## config.mk

```make
export PLATFORM = sky130hd
export DESIGN_NAME = instruction_fetch_unit
export DESIGN_NICKNAME = d
export VERILOG_FILES = /design/src/rtl/instruction_fetch_unit.sv
export SDC_FILE = /design/constraint.sdc
export NUM_CORES = 1
export LEC_CHECK = 0
export ABC_AREA = 1
export CORE_MARGIN = 8
export CORE_UTILIZATION = 47
export CTS_CLUSTER_DIAMETER = 120
export DETAILED_ROUTE_END_ITERATION = 12
export PLACE_DENSITY = 0.86
export SYNTH_ARGS = -nofsm -noshare
export SYNTH_HDL_FRONTEND = slang
export SYNTH_SLANG_ARGS = --single-unit
export TNS_END_PERCENT = 50
```

## constraint.sdc

```tcl
create_clock -name clk -period 3.7 [get_ports clk]
set_input_delay 0.925 -clock clk [delete_from_list [all_inputs] [get_ports clk]]
set_output_delay 0.925 -clock clk [all_outputs]
set_load 0.02 [all_outputs]
```

## src/rtl/instruction_fetch_unit.sv

```systemverilog
// Fetches 16-bit instructions over a req/ack port, latches IR, decodes opcode IR[3:0] and owns the PC.
// Latency: mem_ack in cycle N -> valid in N+1; at least 2 cycles per instruction.
// Backpressure: stall holds ISSUE with stable outputs and PC; HALTED is left only through reset.
module instruction_fetch_unit #(
    parameter logic [15:0] RESET_PC = 16'h0000
) (
    input  logic        clk,
    input  logic        rst,
    output logic        mem_req,
    output logic [15:0] mem_addr,
    input  logic        mem_ack,
    input  logic [15:0] mem_data,
    input  logic        stall,
    input  logic        jmp_taken,
    input  logic [15:0] jmp_target,
    output logic [15:0] pc,
    output logic [3:0]  i4_7,
    output logic [3:0]  i8_11,
    output logic [3:0]  i12_15,
    output logic        ri,
    output logic        st,
    output logic        jmp,
    output logic        fn,
    output logic        valid,
    output logic        illegal,
    output logic        halted
);

    typedef enum logic [1:0] {
        S_IDLE   = 2'd0,
        S_FETCH  = 2'd1,
        S_ISSUE  = 2'd2,
        S_HALTED = 2'd3
    } state_t;

    localparam logic [3:0] OP_ST   = 4'hC;
    localparam logic [3:0] OP_JMP  = 4'hD;
    localparam logic [3:0] OP_HALT = 4'hE;
    localparam logic [3:0] OP_ILL  = 4'hF;

    state_t      state, state_nxt;
    logic [15:0] ir;
    logic [15:0] pc_nxt;
    logic [3:0]  op;
    logic        dec_ri, dec_st, dec_jmp, dec_fn, dec_ill;

    assign op = ir[3:0];

    always_ff @(posedge clk or negedge rst) begin
        if (!rst) begin
            state <= S_IDLE;
            pc    <= RESET_PC;
            ir    <= 16'h0000;
        end else begin
            state <= state_nxt;
            pc    <= pc_nxt;
            if (state == S_FETCH && mem_ack) begin
                ir <= mem_data;
            end
        end
    end

    always_comb begin
        state_nxt = state;
        pc_nxt    = pc;
        case (state)
            S_IDLE: state_nxt = S_FETCH;
            S_FETCH: begin
                if (mem_ack) begin
                    pc_nxt    = pc + 16'd1;
                    state_nxt = S_ISSUE;
                end
            end
            S_ISSUE: begin
                // A pending redirect waits with the stall and lands on the consume cycle.
                if (!stall) begin
                    state_nxt = (op == OP_HALT) ? S_HALTED : S_FETCH;
                    if (op == OP_JMP && jmp_taken) begin
                        pc_nxt = jmp_target;
                    end
                end
            end
            default: state_nxt = S_HALTED;
        endcase
    end

    always_comb begin
        dec_ri  = 1'b0;
        dec_st  = 1'b0;
        dec_jmp = 1'b0;
        dec_fn  = 1'b0;
        dec_ill = 1'b0;
        case (op)
            4'h1, 4'h2, 4'h3, 4'h4, 4'h5,
            4'h6, 4'h7, 4'h8, 4'h9: dec_fn = 1'b1;
            4'hA, 4'hB: begin
                dec_fn = 1'b1;
                dec_ri = 1'b1;
            end
            OP_ST:  dec_st  = 1'b1;
            OP_JMP: dec_jmp = 1'b1;
            OP_ILL: dec_ill = 1'b1;
            default: ;
        endcase
    end

    assign valid    = (state == S_ISSUE);
    assign halted   = (state == S_HALTED);
    assign mem_req  = (state == S_FETCH);
    assign mem_addr = pc;

    // Downstream writes on fn every cycle, so all controls are forced low outside ISSUE.
    assign ri      = valid & dec_ri;
    assign st      = valid & dec_st;
    assign jmp     = valid & dec_jmp;
    assign fn      = valid & dec_fn;
    assign illegal = valid & dec_ill;

    assign i4_7   = ir[7:4];
    assign i8_11  = ir[11:8];
    assign i12_15 = ir[15:12];

endmodule

```

==> metrics.md, run 1 <==
| Metric | Value |
|---|---|
| Outcome | `complete, no violations` |
| CP startpoint | `state[0]$_DFFE_PN0P_` |
| Min-Delay Path Class | `reg2reg` |
| Internal power | `0.00132 W` |
| Worst R2R End | `mem_addr[4]$_DFFE_PN0P_` |
| Die Area | `~7100 sq um` |
| Max_slew headroom | `0.578` |
| Seq/Total Area, Yosys | `0.388` |
| DR iter-0 viols | `186` |
| Sequential power share | `0.310` |
| Drc violations | `0` |
| Antenna cells | `0` |
| H-tree Lvls | `2` |
| Post-DP Area | `2880 sq um` |
| Final period util | `0.843` |
| Sum of buffers and inverters on the critical path | `2` |
| RSZ-0062 raised after global routing | `false` |
| Max Fanout on Critical Path | `33` |
| Post-CTS sizing | `0` |
| Syn Area/Cell | `7.57 sq um` |
| Vias in the first global route | `about 2.0k` |
| Num CTS Buffers | `5` |
| Drt pass-1 iters | `4` |
| Fmax | `320 MHz` |
| Pwr Density | `792 nW/um^2` |
| Die Ht | `roughly 84 microns` |
| Number of nets in the layout | `389` |
| Max Clock Skew | `6.17 ps` |
| Final hold slack | `between 500 and 600 ps` |
| Synthesized netlist cell count | `290` |
| First-pass GRT wire length | `9330 microns` |
| Final wirelength | `5650 microns` |
| R2R Path Start | `state[0]$_DFFE_PN0P_` |
| Final instance area | `2960 sq um` |
| WP data arrival | `roughly 2200 ps` |
| Hold endpoint | `ir[5]$_DFFE_PN0P_` |
| Clock power frac | `0.115` |
| Worst R2R Path Depth | `8` |
| Initial core utilization | `0.477` |
| Worst setup SP type | `flip-flop` |
| CP top delay family | `buffers and inverters` |
| CP Capture Type | `output pin` |
| Clk_lat worst skew | `about 280 ps` |
| Final Hold Viols | `0` |
| Area grow syn2layout | `35.1%` |
| Period minus WS final | `3120 ps` |
| Yosys warnings | `0` |
| Seq cells post-synth | `34` |
| Buffer depth of the longest clock path | `2` |
| Cell breakdown of the critical path | `inv_1 > nand2_2 > nor4_1 > clkdlybuf4s50_1` |
| Reg clk slew, reported paths | `60 ps` |
| Post-DP HPWL | `4200 microns` |
| Crit Path Category | `reg2out` |
| DR WL/cell | `14.0 microns` |
| Chip Width | `84.3 microns` |
| Vias per cell | `between 5 and 6` |
| CTS tree | `done` |
| ANT nets after route | `0` |
| Post-CTS Setup Inserts | `0` |
| # port buffers | `88` |
| Post-layout util | `0.645` |
| Critical Path Slowest Stage Cell | `clkdlybuf4s50_1` |
| Min-delay src | `ir[5]$_DFFE_PN0P_` |
| Depth of the worst hold-timing path | `1` |
| Boundary Pins | `89` |
| Post-synth cell types | `27` |
| Placer Congestion | `about 0.82` |
| Hold Buf Count CTS | `0` |
| Initial antenna violation count | `0` |
| Core area | `4600 sq um` |
| CTS Sinks | `34` |
| VDD IR-drop max | `0.000475 V` |
| Leakage | `1.43 nW` |
| Syn nets | `328` |
| Sw Ratio | `0.438` |
| Transition time of the tightest slew-check pin | `630 ps` |
| Crit path largest cell delay | `670 ps` |
| Required @ worst endpoint | `2770 ps` |
| Root Buffer | `clkbuf_8` |
| DR vias | `2024` |
| Power share of the combinational group | `0.575` |
| Post-route setup TNS | `0 ps` |
| Switching Power | `0.00103 W` |
| Layout cells sized above 1 | `0.0857` |
| Gr usage total | `0.158` |
| Max Cap Violations | `0` |
| Reg-to-reg slack, setup | `between 1500 and 2000 ps` |
| Largest net degree at the start of global routing | `35` |
| Mapped cell area | `2190 sq um` |
| Grt ovf | `0` |
| FP Rows | `25` |
| Fin. max-slew vios | `0` |
| Setup Viol. Count Final | `0` |
worst max path at each step:
stage                                   end  slack, ps  depth (start not counted)
floorplan                           illegal       1350                          4
global placement                    illegal        970                          4
detailed placement  mem_addr[7]$_DFFE_PN0P_        900                          8
CTS                                 illegal        580                          4
global route                        illegal        470                          4
finish                              illegal        580                          4
registers in the layout (all words and copies together), names as in the netlist:
name	cells
ir	16
state	2
mem_addr	16
per-stage QoR:
stage	setup slack (ps)	power, W	std cells
3_5_place_dp	904	0.00209	398
5_1_grt	467	0.00252	404
4_1_cts	579	0.00237	404
2_1_floorplan	1350	0.00167	290
3_3_place_gp	965	0.00205	398
6_report	580	0.00235	404
Yosys cell counts:
library cell   n  area share
xnor2_1        2      0.0080
o21ai_0        7       0.016
nor2_1        36       0.062
xor2_1         2      0.0080
dfrtp_1       34        0.39
buf_2          2      0.0046
o21ai_1        2      0.0046
buf_4         29       0.099
nor3_1         5       0.011
nand2_2        3      0.0086
nor2_2         1      0.0029
mux2_4         5       0.034
inv_4          1      0.0029
inv_1         28       0.048
nand2_1       87        0.15
mux2_2         9       0.046
ha_1           1      0.0057
buf_8          1      0.0068
nand4_1        6       0.017
a21oi_1        3      0.0068
a41oi_1        1      0.0040
buf_6          2       0.010
o21ai_2        2      0.0080
or2_2          2      0.0057
buf_1          1      0.0017
nor4_1         1      0.0029
nand3_1       17       0.039
power by group through the flow:
stage	sequential, W	clock, W	combinational (W)
floorplan	0.000768	0	0.000904
global placement	0.000722	0	0.00133
detailed placement	0.000731	0	0.00136
CTS	0.000728	0.000278	0.00137
global route	0.000758	0.000297	0.00147
finish	0.000728	0.000271	0.00135
cells by family (layout without fill, tap and decap cells):
logic type                 after synthesis  count (layout)  synth area share
xor gates and xnor gates                 4               4            0.0160
DFF                                     34              34             0.388
buffers and inverters                   64             124             0.173
adders and majority gates                1               1           0.00570
AOI/OAI and AO/OA                       15              15            0.0393
and+or+nand+nor                        158             158             0.298
muxes                                   14              14            0.0804
layer usage:
metal  vias to the layer above  part of all wire  global-route usage
met5                         -                 0                   0
met4                         0            0.0094              0.0448
met3                         6              0.10              0.0755
met2                        83              0.47               0.256
met1                       933              0.42               0.181
li1                       1002                 -                   -
final cells by class:
class	instances	area [sq um]
sequential	34	851
tap	54	67.6
fill	394	1630
clock buffer	6	82.6
multi-input combinational	192	963
timing repair buffer	89	888
inverter	29	111
layout by cell type (no fill, tap or decap), types with 5 or more instances in the layout:
cell and count:
dfrtp_1 34, inv_1 28, nor2_1 36, nand3_1 17
o21ai_0 7, mux2_2 9, clkdlybuf4s50_1 88, clkbuf_8 6
nand2_1 87, nand4_1 6, mux2_4 5, nor3_1 5
(Power assumes the default switching activity.)
==> run 2: changes to the inputs <==
--- a/config.mk
+++ b/config.mk
@@ -7,10 +7,10 @@
 export LEC_CHECK = 0
 export ABC_AREA = 1
 export CORE_MARGIN = 8
-export CORE_UTILIZATION = 47
+export CORE_UTILIZATION = 43
 export CTS_CLUSTER_DIAMETER = 120
 export DETAILED_ROUTE_END_ITERATION = 12
-export PLACE_DENSITY = 0.86
+export PLACE_DENSITY = 0.8
 export SYNTH_ARGS = -nofsm -noshare
 export SYNTH_HDL_FRONTEND = slang
 export SYNTH_SLANG_ARGS = --single-unit
==> constraint.sdc (replaced) <==
create_clock -name clk -period 3.13 [get_ports clk]
set_input_delay 0.7825 -clock clk [delete_from_list [all_inputs] [get_ports clk]]
set_output_delay 0.7825 -clock clk [all_outputs]
set_load 0.02 [all_outputs]
==> run 2 against run 1 <==
  * Sequential share of layout area decreased by 0.30 points
  * Clock-buffer cell count grew 1
  * Combinational power rose by 19%
  * Final cell count is 4.7% higher
  * Clock power grew 26%
  * Highest routed layer unchanged
  * Wire length down 1.6%
  * Utilization is 4.7 points lower
  * Via count is 1.2% lower
  * Largest power group unchanged
  * Clock skew grew 1.8 ps
  * Die area increased by 7.5%
==> metrics.md, run 2 (synthesized netlist as in run 1, its figures left out) <==
| Metric | Value |
|---|---|
| DR vias | `2000 (-1.2%)` |
| Num CTS Buffers | `5 (unchanged)` |
| Depth of the worst hold-timing path | `1 (unchanged)` |
| Boundary Pins | `89 (unchanged)` |
| Worst R2R Path Depth | `9 (+1)` |
| Max Cap Violations | `0 (unchanged)` |
| ANT nets after route | `0 (unchanged)` |
| Crit Path Category | `reg2out` |
| CP Capture Type | `output pin` |
| DR iter-0 viols | `116 (-38%)` |
| Fin. max-slew vios | `0 (unchanged)` |
| Die Area | `7650 sq um (+7.5%)` |
| WP data arrival | `1820 ps (-380 ps)` |
| Die Ht | `87.4 microns (+3.7%)` |
| Post-DP HPWL | `4260 microns (+1.4%)` |
| DR WL/cell | `13.1 microns (-6.0%)` |
| Min-delay src | `ir[7]$_DFFE_PN0P_` |
| Post-DP Area | `2900 sq um (+0.78%)` |
| Clk_lat worst skew | `290 ps (about the same)` |
| Vias in the first global route | `2042 (+1.8%)` |
| R2R Path Start | `state[0]$_DFFE_PN0P_` |
| Final Hold Viols | `0 (unchanged)` |
| Post-CTS sizing | `0 (unchanged)` |
| Hold Buf Count CTS | `0 (unchanged)` |
| Reg clk slew, reported paths | `70 ps (about the same)` |
| Core area | `5010 sq um (+9.0%)` |
| Total design power | `0.00280 W (+19%)` |
| Worst R2R End | `mem_addr[7]$_DFFE_PN0P_` |
| Layout cells sized above 1 | `0.0935 (+0.00777)` |
| Post-CTS Setup Inserts | `0 (unchanged)` |
| Gr usage total | `0.153 (-0.00523)` |
| Reg-to-reg slack, setup | `1220 ps (-390 ps)` |
| Chip Width | `87.4 microns (+3.7%)` |
| RSZ-0062 raised after global routing | `false` |
| Buffer depth of the longest clock path | `2 (unchanged)` |
| Post-route setup TNS | `0 ps (unchanged)` |
| Placer Congestion | `0.789 (-3.4%)` |
| H-tree Lvls | `2 (unchanged)` |
| Drc violations | `0 (unchanged)` |
| Pwr Density | `934 nW/um^2 (+18%)` |
| Commonest non-fill, non-tap cells in the layout | `nand2_1 (87), clkdlybuf4s50_1 (87), nor2_1 (36)` |
| Largest net degree at the start of global routing | `35 (unchanged)` |
| First-pass GRT wire length | `9320 microns (-0.14%)` |
| Post-Layout Cell Count | `423 (+4.7%)` |
| Min-Delay Path Class | `reg2reg` |
| Final instance area | `3000 sq um (+1.1%)` |
| Number of nets in the layout | `390 (+0.26%)` |
| Setup Viol. Count Final | `0 (unchanged)` |
| Required @ worst endpoint | `2350 ps (-420 ps)` |
| CTS Sinks | `34 (unchanged)` |
| Post-layout util | `0.598 (-0.0467)` |
| Cell breakdown of the critical path | `inv_1 > nand2_2 > nor4_1 > clkdlybuf4s50_1` |
| FP Rows | `26 (+4.0%)` |
| Period minus WS final | `2600 ps` |
| Final wirelength | `5560 microns (-1.6%)` |
| Grt ovf | `0 (unchanged)` |
| Fmax | `384 MHz` |
| Max Fanout on Critical Path | `7 (-79%)` |
| CTS tree | `done` |
| Final period util | `0.832` |
| VDD IR-drop max | `0.000542 V (+14%)` |
| Outcome | `complete, no violations` |
| Area grow syn2layout | `36.5%` |
| Root Buffer | `clkbuf_8` |
| Placed cells | `415 (+4.3%)` |
| Critical Path Slowest Stage Cell | `clkdlybuf4s50_1` |
| Transition time of the tightest slew-check pin | `764 ps (+134 ps)` |
| Initial core utilization | `0.438 (-0.0392)` |
| Antenna cells | `0 (unchanged)` |
| Drt pass-1 iters | `4 (unchanged)` |
| Worst setup SP type | `flip-flop` |
| Max Clock Skew | `8.01 ps (+1.84 ps)` |
| Leakage | `1.44 nW (+0.62%)` |
| Hold endpoint | `ir[7]$_DFFE_PN0P_` |
| Max_slew headroom | `0.490 (-0.0880)` |
| Vias per cell | `4.73 (-5.6%)` |
| Crit path largest cell delay | `660 ps (about the same)` |
| Initial antenna violation count | `0 (unchanged)` |
| # port buffers | `88 (unchanged)` |
## run 2: where the power goes
| part | internal (W) | switching [W] | total (W) |
|---|---|---|---|
| clock network | 0.000178 | 0.000163 | 0.000341 |
| registers | 0.000636 | 0.000225 | 0.000861 |
| logic | 0.000759 | 0.000837 | 0.00160 |
## run 2: worst max path at each step
stage | from | cells after the start | end | slack [ps]
after floorplan | state[0]$_DFFE_PN0P_ | 4 | illegal | 920
after global placement | state[0]$_DFFE_PN0P_ | 4 | illegal | 890
after detailed placement | state[0]$_DFFE_PN0P_ | 4 | illegal | 840
after CTS | state[0]$_DFFE_PN0P_ | 4 | illegal | 520
after global routing | state[0]$_DFFE_PN0P_ | 4 | illegal | 420
final | state[0]$_DFFE_PN0P_ | 4 | illegal | 530
## run 2: critical path: cells and delay by family (launching register included)
| family | cells | cell delay (ps) |
|---|---|---|
| simple gates | 2 | 350 |
| buf+inv | 2 | 780 |
| flops | 1 | 400 |
## run 2: cell type report
| type | instances | area, sq um |
|---|---|---|
| clock buffers | 7 | 86.3 |
| clock inverters | 1 | 5.00 |
| fillers | 455 | 2010 |
| inverters | 29 | 111 |
| multi-input cells | 192 | 963 |
| flip-flops and latches | 34 | 851 |
| well taps | 70 | 87.6 |
| repair buffers | 90 | 891 |
## run 2: through the flow
stage               hold slack, ps  setup slack (ps)
CTS                            511               524
finish                         505               525
global placement               487               891
floorplan                      481               923
global route                   529               424
detailed placement             492               843
## run 2: routing by layer
| metal | GRT usage | part of all wire |
|---|---|---|
| met3 | 0.0821 | 0.12 |
| met1 | 0.166 | 0.40 |
| met5 | 0 | 0 |
| met2 | 0.256 | 0.47 |
| met4 | 0.0328 | 0.0065 |
